<file path="src/rtl/multicycle_control_unit.sv">
// Multicycle MIPS control FSM: sequences each instruction through FETCH/DECODE/execute states.
// Optional `ILLEGAL_TRAP_EN: illegal op/func parks the FSM in TRAP with illegal=1 until reset.
module multicycle_control_unit #(
  parameter int OP_W     = 6,
  parameter int FUNC_W   = 6,
  parameter int ALUCTR_W = 4,
  parameter int STATE_W  = 4
) (
  input  logic                clk,
  input  logic                reset,
  input  logic [OP_W-1:0]     op,
  input  logic [FUNC_W-1:0]   func,
  input  logic                mem_ready,
  output logic                PCWr,
  output logic                PCWrCond,
  output logic                IorD,
  output logic                MemRd,
  output logic                MemWr,
  output logic                IRWr,
  output logic                RegWr,
  output logic                RegDst,
  output logic                MemtoReg,
  output logic                ALUSrcA,
  output logic                Extop,
  output logic [1:0]          ALUSrcB,
  output logic [1:0]          PCSrc,
  output logic [ALUCTR_W-1:0] ALUctr,
  output logic                instr_done,
  output logic                illegal,
  output logic [STATE_W-1:0]  state_o
);

  // Memory handshake: a MemRd/MemWr request stays asserted, unchanged, until the
  // cycle in which mem_ready=1; that cycle completes the access and the FSM moves on.
  // mem_ready has no effect in any other state.

  typedef logic [STATE_W-1:0] state_t;

  localparam state_t S_FETCH  = STATE_W'(0);
  localparam state_t S_DECODE = STATE_W'(1);
  localparam state_t S_EXEC_R = STATE_W'(2);
  localparam state_t S_ALUWB  = STATE_W'(3);
  localparam state_t S_MEMADR = STATE_W'(4);
  localparam state_t S_MEMRD  = STATE_W'(5);
  localparam state_t S_MEMWB  = STATE_W'(6);
  localparam state_t S_MEMWR  = STATE_W'(7);
  localparam state_t S_BRANCH = STATE_W'(8);
  localparam state_t S_JUMP   = STATE_W'(9);
  localparam state_t S_EXEC_I = STATE_W'(10);
  localparam state_t S_IWB    = STATE_W'(11);
`ifdef ILLEGAL_TRAP_EN
  localparam state_t S_TRAP   = STATE_W'(12);
`endif

  localparam logic [OP_W-1:0] OP_R    = OP_W'(6'b000000);
  localparam logic [OP_W-1:0] OP_LW   = OP_W'(6'b100011);
  localparam logic [OP_W-1:0] OP_SW   = OP_W'(6'b101011);
  localparam logic [OP_W-1:0] OP_BEQ  = OP_W'(6'b000100);
  localparam logic [OP_W-1:0] OP_J    = OP_W'(6'b000010);
  localparam logic [OP_W-1:0] OP_ADDI = OP_W'(6'b001000);
  localparam logic [OP_W-1:0] OP_ORI  = OP_W'(6'b001101);

  localparam logic [FUNC_W-1:0] FN_ADD = FUNC_W'(6'b100000);
  localparam logic [FUNC_W-1:0] FN_SUB = FUNC_W'(6'b100010);
  localparam logic [FUNC_W-1:0] FN_AND = FUNC_W'(6'b100100);
  localparam logic [FUNC_W-1:0] FN_OR  = FUNC_W'(6'b100101);
  localparam logic [FUNC_W-1:0] FN_SLT = FUNC_W'(6'b101010);

  localparam logic [ALUCTR_W-1:0] ALU_AND = ALUCTR_W'(4'b0000);
  localparam logic [ALUCTR_W-1:0] ALU_OR  = ALUCTR_W'(4'b0001);
  localparam logic [ALUCTR_W-1:0] ALU_ADD = ALUCTR_W'(4'b0010);
  localparam logic [ALUCTR_W-1:0] ALU_SUB = ALUCTR_W'(4'b0110);
  localparam logic [ALUCTR_W-1:0] ALU_SLT = ALUCTR_W'(4'b0111);

  state_t state, state_nxt;

  // Where an illegal op/func sends the FSM.
`ifdef ILLEGAL_TRAP_EN
  localparam state_t S_ILLEGAL = S_TRAP;
`else
  localparam state_t S_ILLEGAL = S_FETCH;
`endif

  // R-type function decode; unknown functions fall back to ADD and are flagged.
  logic                func_legal;
  logic [ALUCTR_W-1:0] func_aluctr;
  always_comb begin
    func_legal  = 1'b1;
    func_aluctr = ALU_ADD;
    case (func)
      FN_ADD:  func_aluctr = ALU_ADD;
      FN_SUB:  func_aluctr = ALU_SUB;
      FN_AND:  func_aluctr = ALU_AND;
      FN_OR:   func_aluctr = ALU_OR;
      FN_SLT:  func_aluctr = ALU_SLT;
      default: func_legal  = 1'b0;
    endcase
  end

  logic op_legal;
  always_comb begin
    case (op)
      OP_R, OP_LW, OP_SW, OP_BEQ, OP_J, OP_ADDI, OP_ORI: op_legal = 1'b1;
      default:                                           op_legal = 1'b0;
    endcase
  end

  // State register
  always_ff @(posedge clk) begin
    if (reset) state <= S_FETCH;
    else       state <= state_nxt;
  end

  // Next-state logic
  always_comb begin
    state_nxt = state;
    case (state)
      S_FETCH:  if (mem_ready) state_nxt = S_DECODE;
      S_DECODE: begin
        case (op)
          OP_R:           state_nxt = S_EXEC_R;
          OP_LW, OP_SW:   state_nxt = S_MEMADR;
          OP_BEQ:         state_nxt = S_BRANCH;
          OP_J:           state_nxt = S_JUMP;
          OP_ADDI, OP_ORI: state_nxt = S_EXEC_I;
          default:        state_nxt = S_ILLEGAL;
        endcase
      end
      S_EXEC_R: state_nxt = func_legal ? S_ALUWB : S_ILLEGAL;
      S_ALUWB:  state_nxt = S_FETCH;
      S_MEMADR: state_nxt = (op == OP_LW) ? S_MEMRD : S_MEMWR;
      S_MEMRD:  if (mem_ready) state_nxt = S_MEMWB;
      S_MEMWB:  state_nxt = S_FETCH;
      S_MEMWR:  if (mem_ready) state_nxt = S_FETCH;
      S_BRANCH: state_nxt = S_FETCH;
      S_JUMP:   state_nxt = S_FETCH;
      S_EXEC_I: state_nxt = S_IWB;
      S_IWB:    state_nxt = S_FETCH;
`ifdef ILLEGAL_TRAP_EN
      S_TRAP:   state_nxt = S_TRAP;
`endif
      default:  state_nxt = S_FETCH;
    endcase
  end

  // Output logic; reset forces every output low in the same cycle.
  always_comb begin
    PCWr       = 1'b0;
    PCWrCond   = 1'b0;
    IorD       = 1'b0;
    MemRd      = 1'b0;
    MemWr      = 1'b0;
    IRWr       = 1'b0;
    RegWr      = 1'b0;
    RegDst     = 1'b0;
    MemtoReg   = 1'b0;
    ALUSrcA    = 1'b0;
    Extop      = 1'b0;
    ALUSrcB    = 2'b00;
    PCSrc      = 2'b00;
    ALUctr     = ALU_ADD;
    instr_done = 1'b0;
    illegal    = 1'b0;
    state_o    = state;
    case (state)
      S_FETCH: begin
        MemRd   = 1'b1;
        ALUSrcB = 2'b01;
        if (mem_ready) begin
          IRWr = 1'b1;
          PCWr = 1'b1;
        end
      end
      S_DECODE: begin
        ALUSrcB = 2'b11;
        Extop   = 1'b1;
`ifndef ILLEGAL_TRAP_EN
        instr_done = ~op_legal;
`endif
      end
      S_EXEC_R: begin
        ALUSrcA = 1'b1;
        ALUctr  = func_aluctr;
`ifndef ILLEGAL_TRAP_EN
        instr_done = ~func_legal;
`endif
      end
      S_ALUWB: begin
        RegDst     = 1'b1;
        RegWr      = 1'b1;
        instr_done = 1'b1;
      end
      S_MEMADR: begin
        ALUSrcA = 1'b1;
        ALUSrcB = 2'b10;
        Extop   = 1'b1;
      end
      S_MEMRD: begin
        MemRd = 1'b1;
        IorD  = 1'b1;
      end
      S_MEMWB: begin
        MemtoReg   = 1'b1;
        RegWr      = 1'b1;
        instr_done = 1'b1;
      end
      S_MEMWR: begin
        MemWr      = 1'b1;
        IorD       = 1'b1;
        instr_done = mem_ready;
      end
      S_BRANCH: begin
        ALUSrcA    = 1'b1;
        ALUctr     = ALU_SUB;
        PCWrCond   = 1'b1;
        PCSrc      = 2'b01;
        instr_done = 1'b1;
      end
      S_JUMP: begin
        PCWr       = 1'b1;
        PCSrc      = 2'b10;
        instr_done = 1'b1;
      end
      S_EXEC_I, S_IWB: begin
        ALUSrcA = 1'b1;
        ALUSrcB = 2'b10;
        ALUctr  = (op == OP_ORI) ? ALU_OR : ALU_ADD;
        Extop   = (op == OP_ADDI);
        if (state == S_IWB) begin
          RegWr      = 1'b1;
          instr_done = 1'b1;
        end
      end
`ifdef ILLEGAL_TRAP_EN
      S_TRAP: illegal = 1'b1;
`endif
      default: ;
    endcase
    if (reset) begin
      PCWr       = 1'b0;
      PCWrCond   = 1'b0;
      IorD       = 1'b0;
      MemRd      = 1'b0;
      MemWr      = 1'b0;
      IRWr       = 1'b0;
      RegWr      = 1'b0;
      RegDst     = 1'b0;
      MemtoReg   = 1'b0;
      ALUSrcA    = 1'b0;
      Extop      = 1'b0;
      ALUSrcB    = 2'b00;
      PCSrc      = 2'b00;
      ALUctr     = '0;
      instr_done = 1'b0;
      illegal    = 1'b0;
      state_o    = '0;
    end
  end

endmodule

</file>
<file path="config.mk">
export PLATFORM = sky130hd
export DESIGN_NAME = multicycle_control_unit
export DESIGN_NICKNAME = d
export VERILOG_FILES = /design/src/rtl/multicycle_control_unit.sv
export SDC_FILE = /design/constraint.sdc
export NUM_CORES = 1
export LEC_CHECK = 0
export ABC_CLOCK_PERIOD_IN_PS = 2000
export CAP_MARGIN = 20
export CORE_UTILIZATION = 39
export DETAILED_ROUTE_END_ITERATION = 8
export PLACE_DENSITY_LB_ADDON = 0.1
export SETUP_SLACK_MARGIN = 0.1
export SKIP_LAST_GASP = 1
export SYNTH_ARGS = -nofsm -noshare
export SYNTH_HDL_FRONTEND = slang
export SYNTH_SLANG_ARGS = --single-unit
</file>
<file path="constraint.sdc">
create_clock -name clk -period 2 [get_ports clk]
set_input_delay 0.2 -clock clk [delete_from_list [all_inputs] [get_ports clk]]
set_output_delay 0.2 -clock clk [all_outputs]
set_load 0.1 [all_outputs]
</file>
==> flow_summary.toml, run 1 <==
[floorplanning]
num_io_pins = 40
die_y_um = 46.38
rows = 15
floorplan.initialDensity_pct = 43.09
die_width_um = 46.38

[logic_synthesis]
netlist_top_cells_area = "sky130_fd_sc_hd__dfxtp_1 10%, sky130_fd_sc_hd__nor2b_1 6.5%, sky130_fd_sc_hd__nor2_1 4.9%, sky130_fd_sc_hd__nor4b_1 4.6%, sky130_fd_sc_hd__o21ai_0 3.9%"
dominantRegCellSynth = "sky130_fd_sc_hd__dfxtp_1"
postSynthAreaPerCell_um2 = 6.799
ys_ff_latch = 4
edff_count_synth = 0
synth_area_leader_cell = "sky130_fd_sc_hd__dfxtp_1"
netlist.area_leader.share_pct = 10.42
synthesis.yosys.warnings = 0
post_synthesis_sequential_area_ratio_pct = 10.42
syn-cell-area_um2 = 768.2
async_reset_ff_share_pct = 0
synthesis.instances = 113
ys_types = 47

[clock_tree]
ctsRootBufferMaster = "sky130_fd_sc_hd__clkbuf_4"
postCtsHoldBufs = 0
cts_inserted_buffers = 3
cts.repair.resized = 50
cts-htree-levels = 1
clock_sink_count = 4
cts_post_setup_buffers_inserted = 12
ctsLongestPathBuffers = 2

[status]
run.stop_error = "[ERROR DPL-0038] Utilization greater than 100%, impossible to legalize"
outcome = "stopped before the end"
outcome.stop_stage = "4_1_cts"

[place]
place.gp.congestion = 0.8736
hpwl_um = 3083
place.detailed.instances = 183
buffer_ports.inserted = 37
-- metrics by stage --
stage	cell area, µm²	setup TNS, ps	setup slack (ps)	hold WS (ps)
after floorplan	1005	-2105	-859.9	308.6
after global placement	1675	-562.2	-262.1	724.7
after detailed placement	1675	-1101	-374.5	756.1
-- cells in the mapped netlist (3+ instances only) --
master and n:
sky130_fd_sc_hd__a21o_1 3, sky130_fd_sc_hd__a21oi_1 5, sky130_fd_sc_hd__and3_1 3, sky130_fd_sc_hd__buf_4 3, sky130_fd_sc_hd__clkbuf_1 6, sky130_fd_sc_hd__dfxtp_1 4
sky130_fd_sc_hd__inv_1 3, sky130_fd_sc_hd__nand2_1 7, sky130_fd_sc_hd__nand3_1 5, sky130_fd_sc_hd__nor2_1 10, sky130_fd_sc_hd__nor2b_1 8, sky130_fd_sc_hd__nor3b_1 3
sky130_fd_sc_hd__nor4b_1 4, sky130_fd_sc_hd__o21ai_0 6, sky130_fd_sc_hd__o22ai_1 3
-- logic make-up after synthesis --
family	synth area share, %
AOI/OAI and AO/OA	27.53
buffers and inverters	9.445
and+or+nand+nor	47.23
muxes	2.606
other	0.4881
xor gates and xnor gates	2.281
DFF	10.42
==> run 2: changes to the inputs <==
--- a/config.mk
+++ b/config.mk
@@ -7,10 +7,10 @@
 export LEC_CHECK = 0
 export ABC_CLOCK_PERIOD_IN_PS = 2000
 export CAP_MARGIN = 20
-export CORE_UTILIZATION = 39
+export CORE_AREA = 2 2 63 65
 export DETAILED_ROUTE_END_ITERATION = 8
-export PLACE_DENSITY_LB_ADDON = 0.1
-export SETUP_SLACK_MARGIN = 0.1
+export DIE_AREA = 0 0 65 67
+export PLACE_DENSITY_LB_ADDON = 0.15
 export SKIP_LAST_GASP = 1
 export SYNTH_ARGS = -nofsm -noshare
 export SYNTH_HDL_FRONTEND = slang
==> flow_summary.toml, run 2 <==
[status]
outcome = "completed"

[logic_synthesis]
post-synth-top-count-cell = "sky130_fd_sc_hd__nor2_1"
async_reset_ff_share_pct = 0
synth_xor_area_share_pct = 2.280
synth_top_family_by_area = "simple AND/OR/NAND/NOR gates"
synthesis.yosys.warnings = 0
synth_compound_area_share_pct = 27.52
synthesis.instances = 113
edff_count_synth = 0
post_synthesis_adder_cell_area_fraction_pct = 0
ys_ff_latch = 4
ys_types = 47
netlist.area_leader.share_pct = 10.42
post_synthesis_sequential_area_ratio_pct = 10.42
synth_simple_gate_area_share_pct = 47.23
post_synth_mux_area_share_pct = 2.606
dominantRegCellSynth = "sky130_fd_sc_hd__dfxtp_1"
syn-cell-area_um2 = 768.2
postSynthAreaPerCell_um2 = 6.799
synth_area_leader_cell = "sky130_fd_sc_hd__dfxtp_1"
netlist_top_cells_area = "sky130_fd_sc_hd__dfxtp_1 10%, sky130_fd_sc_hd__nor2b_1 6.5%, sky130_fd_sc_hd__nor2_1 4.9%, sky130_fd_sc_hd__nor4b_1 4.6%, sky130_fd_sc_hd__o21ai_0 3.9%"
yosys-top-cells-count = "10 x sky130_fd_sc_hd__nor2_1, 8 x sky130_fd_sc_hd__nor2b_1, 7 x sky130_fd_sc_hd__nand2_1"

[layout]
finish.cell_count_without_fillers = 212
syn2layout_area_growth_pct = 133.6
share_of_layout_cells_above_drive_strength_1_pct = 55.49
n_fill_cell = 352
leading_registers_by_flop_count = "state: 4 flops"
largest_reg_flops = 4
regMostFlops = "state"
multiInputGateArea_um2 = 830.8
nets = 181
num_antenna_cells = 0
footprint_of_the_flip_flops_and_latches_um2 = 83.83
final_cell_mix = "24 x sky130_fd_sc_hd__buf_12, 19 x sky130_fd_sc_hd__buf_4, 7 x sky130_fd_sc_hd__clkdlybuf4s50_1, 6 x sky130_fd_sc_hd__nand2_1"
mostFrequentLayoutCell = "sky130_fd_sc_hd__buf_12"

[pwr]
max-vdd-ir-drop_v = 0.0001284
power.internal_w = 0.0003365
p_sw_w = 0.0002347
leakage_nw = 0.6585
total_design_power_w = 0.0005712
comb_power_share_pct = 55.4
power.share.switching_pct = 41.09
p_per_area_nw_per_um2 = 318.3
clockPowerShare_pct = 29.6
fraction_of_power_consumed_by_sequential_logic_pct = 14.9

[floorplanning]
rows = 22
num_io_pins = 40
die_width_um = 65
dieArea_um2 = 4355
core_area_um2 = 3606
floorplan.initialDensity_pct = 21.30
die_y_um = 67

[sta]
maxClockFrequency_ghz = 0.5101
drv_slew = 0
final_worst_path_cycle_share_pct = 98.02
timing.final.hold_violations = 0
final.setup_skew_ps = 2.345
finalSetupTns_ps = 0
fin_crit_ps = 1960
finalSetupViolCount = 0
hold_ws_ps = 640.4
worst_slack_ps = 39.51

[job]
cap_violations = 0

[global_routing]
grt_antenna_before_repair = 0
first_pass_grt_wire_length_um = 4926
groute.usage.overall_pct = 14.34
via_count_of_the_first_global_routing_pass = 1072
pin_count_of_the_biggest_net_entering_global_routing = 17
grt_remaining_overflow = 0

[clock_tree]
cts-htree-levels = 1
cts_inserted_buffers = 3
postCtsHoldBufs = 0
ctsRootBufferMaster = "sky130_fd_sc_hd__clkbuf_8"
ctsLongestPathBuffers = 2
cts_tree = "yes"
clock_latency_late_sink_ps = 220
clock_sink_count = 4
clkSlewWorstSetupHoldPaths_ps = 30

[drt]
num_vias = 1028
drt-pass1-iter-count = 4
totalWireLength_um = 2937
detail-route-antenna-nets = 0
via_per_inst = 4.849
drtIter0Drc = 15
drt_drc_violations_left = 0
drt-wirelength-per-cell_um = 13.85

[setup_path]
timing.rr.start = "state[0]"
critPathMaxFanout = 2
crit_arrival_ps = 1760
setup.worst_path.start_class = "input port"
endpoint = "instr_done"
element_type_at_the_critical_path_end = "output pin"
worst_r2r_path_depth = 5
timing.critical_path.required_ps = 1800
rrSetupSlack_ps = 350
crit-reg2reg-capture = "state[3]"
setup.worst_path.class = "in -> out"
startpoint = "op[2]"

[place]
place.gp.congestion = 0.8100
hpwl_um = 2335
detailedPlace.worstSlack_ps = -304.5
buffer_ports.inserted = 37
place.detailed.instances = 206

[hold_path]
hp-class = "in -> reg"
-- run 2: cell counts after synthesis --
Identical to the previous run, type by type.
-- run 2: kinds of logic after synthesis --
family          Yosys count
xor+xnor                  2
mux                       2
flops                     4
compound gates           31
buf+inv                  14
simple gates             59
other cells               1
-- run 2: worst min-delay path by stage --
stage / from / cells after the start / to / slack (ps)
6_report: op[1] / 6 / state[1] / 640
5_1_grt: op[2] / 5 / state[2] / 680
4_1_cts: state[2] / 1 / state[3] / 620
3_5_place_dp: state[2] / 1 / state[3] / 720
3_3_place_gp: state[2] / 1 / state[3] / 700
2_1_floorplan: mem_ready / 1 / state[0] / 310
-- run 2: per-stage QoR --
step,area (µm²),utilization (%)
after floorplan,968.4,-
after global placement,1693,46.95
after detailed placement,1693,46.95
after CTS,1773,49.17
after global routing,1794,49.76
final,1794,49.76
-- run 2: layout make-up --
cell class / count / share of cell area (%)
inverter: 3 / 1.116
tap: 48 / 3.347
sequential: 4 / 4.672
timing repair buffer: 58 / 42.26
clock buffer: 3 / 2.301
multi-input combinational: 96 / 46.30
-- run 2: repair_timing --
action	in CTS	in global routing
hold endpoints to repair	0	0
buffers inserted	1	2
cloned	0	0
setup endpoints to repair	3	3
resized for setup	19	12
pin swaps	8	8
-- run 2: critical path, cell delays in order --
cell	delay (ps)
sky130_fd_sc_hd__clkbuf_2	90
sky130_fd_sc_hd__or4b_4	530
sky130_fd_sc_hd__a211o_1	340
sky130_fd_sc_hd__o211ai_1	290
sky130_fd_sc_hd__a211oi_4	120
sky130_fd_sc_hd__buf_12	180
-- run 2: power groups by stage --
stage          sequential [W]  combinational, W  clock (W)
6_report            0.0000853          0.000317   0.000169
5_1_grt             0.0000856          0.000334   0.000173
4_1_cts             0.0000853          0.000314   0.000173
3_5_place_dp        0.0000860          0.000310          0
3_3_place_gp        0.0000862          0.000307          0
2_1_floorplan       0.0000856          0.000191          0
-- run 2: metal layers --
metal / share of wire (%) / up-vias / track usage [%]
met5: 0 / - / 0
met4: 0 / 0 / 4.787
met3: 4.8 / 0 / 0.8446
met2: 53 / 28 / 27.45
met1: 42 / 477 / 16.80
li1: - / 523 / -
Note: power is estimated with default switching activity, not from simulation.
==> run 3: changes to the inputs <==
--- a/config.mk
+++ b/config.mk
@@ -5,11 +5,12 @@
 export SDC_FILE = /design/constraint.sdc
 export NUM_CORES = 1
 export LEC_CHECK = 0
-export ABC_CLOCK_PERIOD_IN_PS = 2000
+export ABC_CLOCK_PERIOD_IN_PS = 1700
 export CAP_MARGIN = 20
 export CORE_AREA = 2 2 63 65
 export DETAILED_ROUTE_END_ITERATION = 8
 export DIE_AREA = 0 0 65 67
+export GPL_ROUTABILITY_DRIVEN = 0
 export PLACE_DENSITY_LB_ADDON = 0.15
 export SKIP_LAST_GASP = 1
 export SYNTH_ARGS = -nofsm -noshare
==> constraint.sdc (replaced) <==
create_clock -name clk -period 1.7 [get_ports clk]
set_input_delay 0.17 -clock clk [delete_from_list [all_inputs] [get_ports clk]]
set_output_delay 0.17 -clock clk [all_outputs]
set_load 0.1 [all_outputs]
==> flow_summary.toml, run 3 (same netlist as run 2, synthesis figures left out) <==
[status]
outcome = "finished, violations left"
violations = "negative setup slack"

[setup_path]
setup.worst_path.class = "reg -> out"
endpoint = "instr_done"
cpPeakStageDelay_ps = 360
rrSetupSlack_ps = -10
crit-reg2reg-capture = "state[3]"
cp_buf_inv_count = 4
critical_path_cell_by_cell = "buf_8 > buf_6 > clkinv_8 > nand3_1 > nand4b_1 > a211oi_4 > buf_12"
crit_arrival_ps = 1700
startpoint = "state[0]"
timing.rr.start = "state[3]"
element_type_at_the_critical_path_end = "output pin"
critPathMaxFanout = 6
critPathSlowestCell = "sky130_fd_sc_hd__dfxtp_4"
worst_r2r_path_depth = 6
cpLargestDelayFamily = "buffers and inverters"
timing.critical_path.required_ps = 1530
setup.worst_path.start_class = "flip-flop"
cp_num_cells = 7

[clock_tree]
clock_sink_count = 4
clkSlewWorstSetupHoldPaths_ps = 30
cts-htree-levels = 1
ctsRootBufferMaster = "sky130_fd_sc_hd__clkbuf_8"
cts_tree = "yes"
cts_inserted_buffers = 3
clock_latency_late_sink_ps = 220
ctsLongestPathBuffers = 2

[sta]
timing.final.hold_violations = 0
final_worst_path_cycle_share_pct = 109.7
grt_setup_unrepaired = "yes"
drv_slew = 0
finalSetupViolCount = 9
worst_slack_ps = -165.3
hold_ws_ps = 522.9
fin_crit_ps = 1865
maxClockFrequency_ghz = 0.5361
final.setup_skew_ps = 1.043

[layout]
footprint_of_the_flip_flops_and_latches_um2 = 92.59
syn2layout_area_growth_pct = 185.3
final_cell_mix = "45 x sky130_fd_sc_hd__buf_4, 25 x sky130_fd_sc_hd__buf_12, 8 x sky130_fd_sc_hd__buf_6"
finish.utilization_pct = 60.79
num_antenna_cells = 0
mostFrequentLayoutCell = "sky130_fd_sc_hd__buf_4"
finalInstanceArea_um2 = 2192
largest_reg_flops = 4
regMostFlops = "state"
leading_registers_by_flop_count = "state: 4 flops"
share_of_layout_cells_above_drive_strength_1_pct = 67.51
nets = 214
multiInputGateArea_um2 = 919.6
n_fill_cell = 320

[drt]
drt-wirelength-per-cell_um = 13.38
via_per_inst = 4.922
num_vias = 1206
detail-route-antenna-nets = 0
drt-pass1-iter-count = 4
drtIter0Drc = 21
drt_drc_violations_left = 0
totalWireLength_um = 3279

[global_routing]
via_count_of_the_first_global_routing_pass = 1202
pin_count_of_the_biggest_net_entering_global_routing = 14
grt_remaining_overflow = 0
grt_antenna_before_repair = 0
groute.usage.overall_pct = 16.34
first_pass_grt_wire_length_um = 5644

[floorplanning]
core_area_um2 = 3606
die_width_um = 65
die_y_um = 67
rows = 22
floorplan.initialDensity_pct = 21.30
dieArea_um2 = 4355
num_io_pins = 40

[pwr]
leakage_nw = 0.8602
p_per_area_nw_per_um2 = 341.4
total_design_power_w = 0.0007483
max-vdd-ir-drop_v = 0.0002251

[place]
hpwl_um = 2489
buffer_ports.inserted = 37
placed_instance_area_um2 = 1837

[hold_path]
hp-class = "in -> reg"

[job]
cap_violations = 0
[run 3: cell count changes in the layout (fill, tap and decap cells not counted), sizes merged, moves of 2 or more]
cell           change
buf               +35
dlygate4sd2        +3
clkdlybuf4s50      -2
clkbuf             -2
[run 3: area by class of cell]
class / count / share of cell area [%]
Sequential cell: 4 / 4.224
Multi-Input combinational cell: 96 / 41.95
Clock buffer: 3 / 1.884
Timing Repair Buffer: 91 / 47.95
Tap cell: 48 / 2.740
Inverter: 3 / 1.256
[run 3: metrics by stage]
stage	setup slack (ps)	TNS, ps	std cells
2_1_floorplan	-1130	-4857	114
3_3_place_gp	-533.4	-1705	223
3_5_place_dp	-565.2	-1806	223
4_1_cts	-162.5	-530.9	241
5_1_grt	-237.1	-1711	245
6_report	-165.3	-754.6	245
[run 3: how the worst min path moves through the flow]
stage,startpoint,end,cells after the start
after floorplan,mem_ready,state[0],1
after global placement,state[1],state[3],3
after detailed placement,state[1],state[3],3
after CTS,op[2],state[3],5
after global routing,op[2],state[3],5
final,op[2],state[3],5
[run 3: worst reg2reg max path: stages (launching register included)]
cell and delay, ps:
sky130_fd_sc_hd__dfxtp_2 320, sky130_fd_sc_hd__buf_6 160, sky130_fd_sc_hd__buf_4 140, sky130_fd_sc_hd__or3b_2 460, sky130_fd_sc_hd__a21o_1 190, sky130_fd_sc_hd__a21o_1 220, sky130_fd_sc_hd__nor3b_2 150
[run 3: repair_timing]
action / 4_1_cts / 5_1_grt
resized for setup: 54 / 10
endpoints found under the setup margin: 17 / 18
hold endpoints to repair: 0 / 0
pin swaps: 15 / 12
hold buffers: 0 / 0
setup buffers: 15 / 4
[run 3: per-layer routing]
layer / GRT usage [%] / part of all wire (%) / up-vias
met2: 31.70 / 57 / 35
li1: - / - / 588
met3: 1.520 / 3.4 / 10
met5: 0 / 0 / -
met4: 6.649 / 2.9 / 0
met1: 18.03 / 37 / 573
[run 3: report_power, final]
part           total (W)  internal (W)  switching, W
sequential     0.0000987     0.0000942    0.00000449
clock           0.000198      0.000151     0.0000472
combinational   0.000452      0.000204      0.000247
total           0.000748      0.000449      0.000299
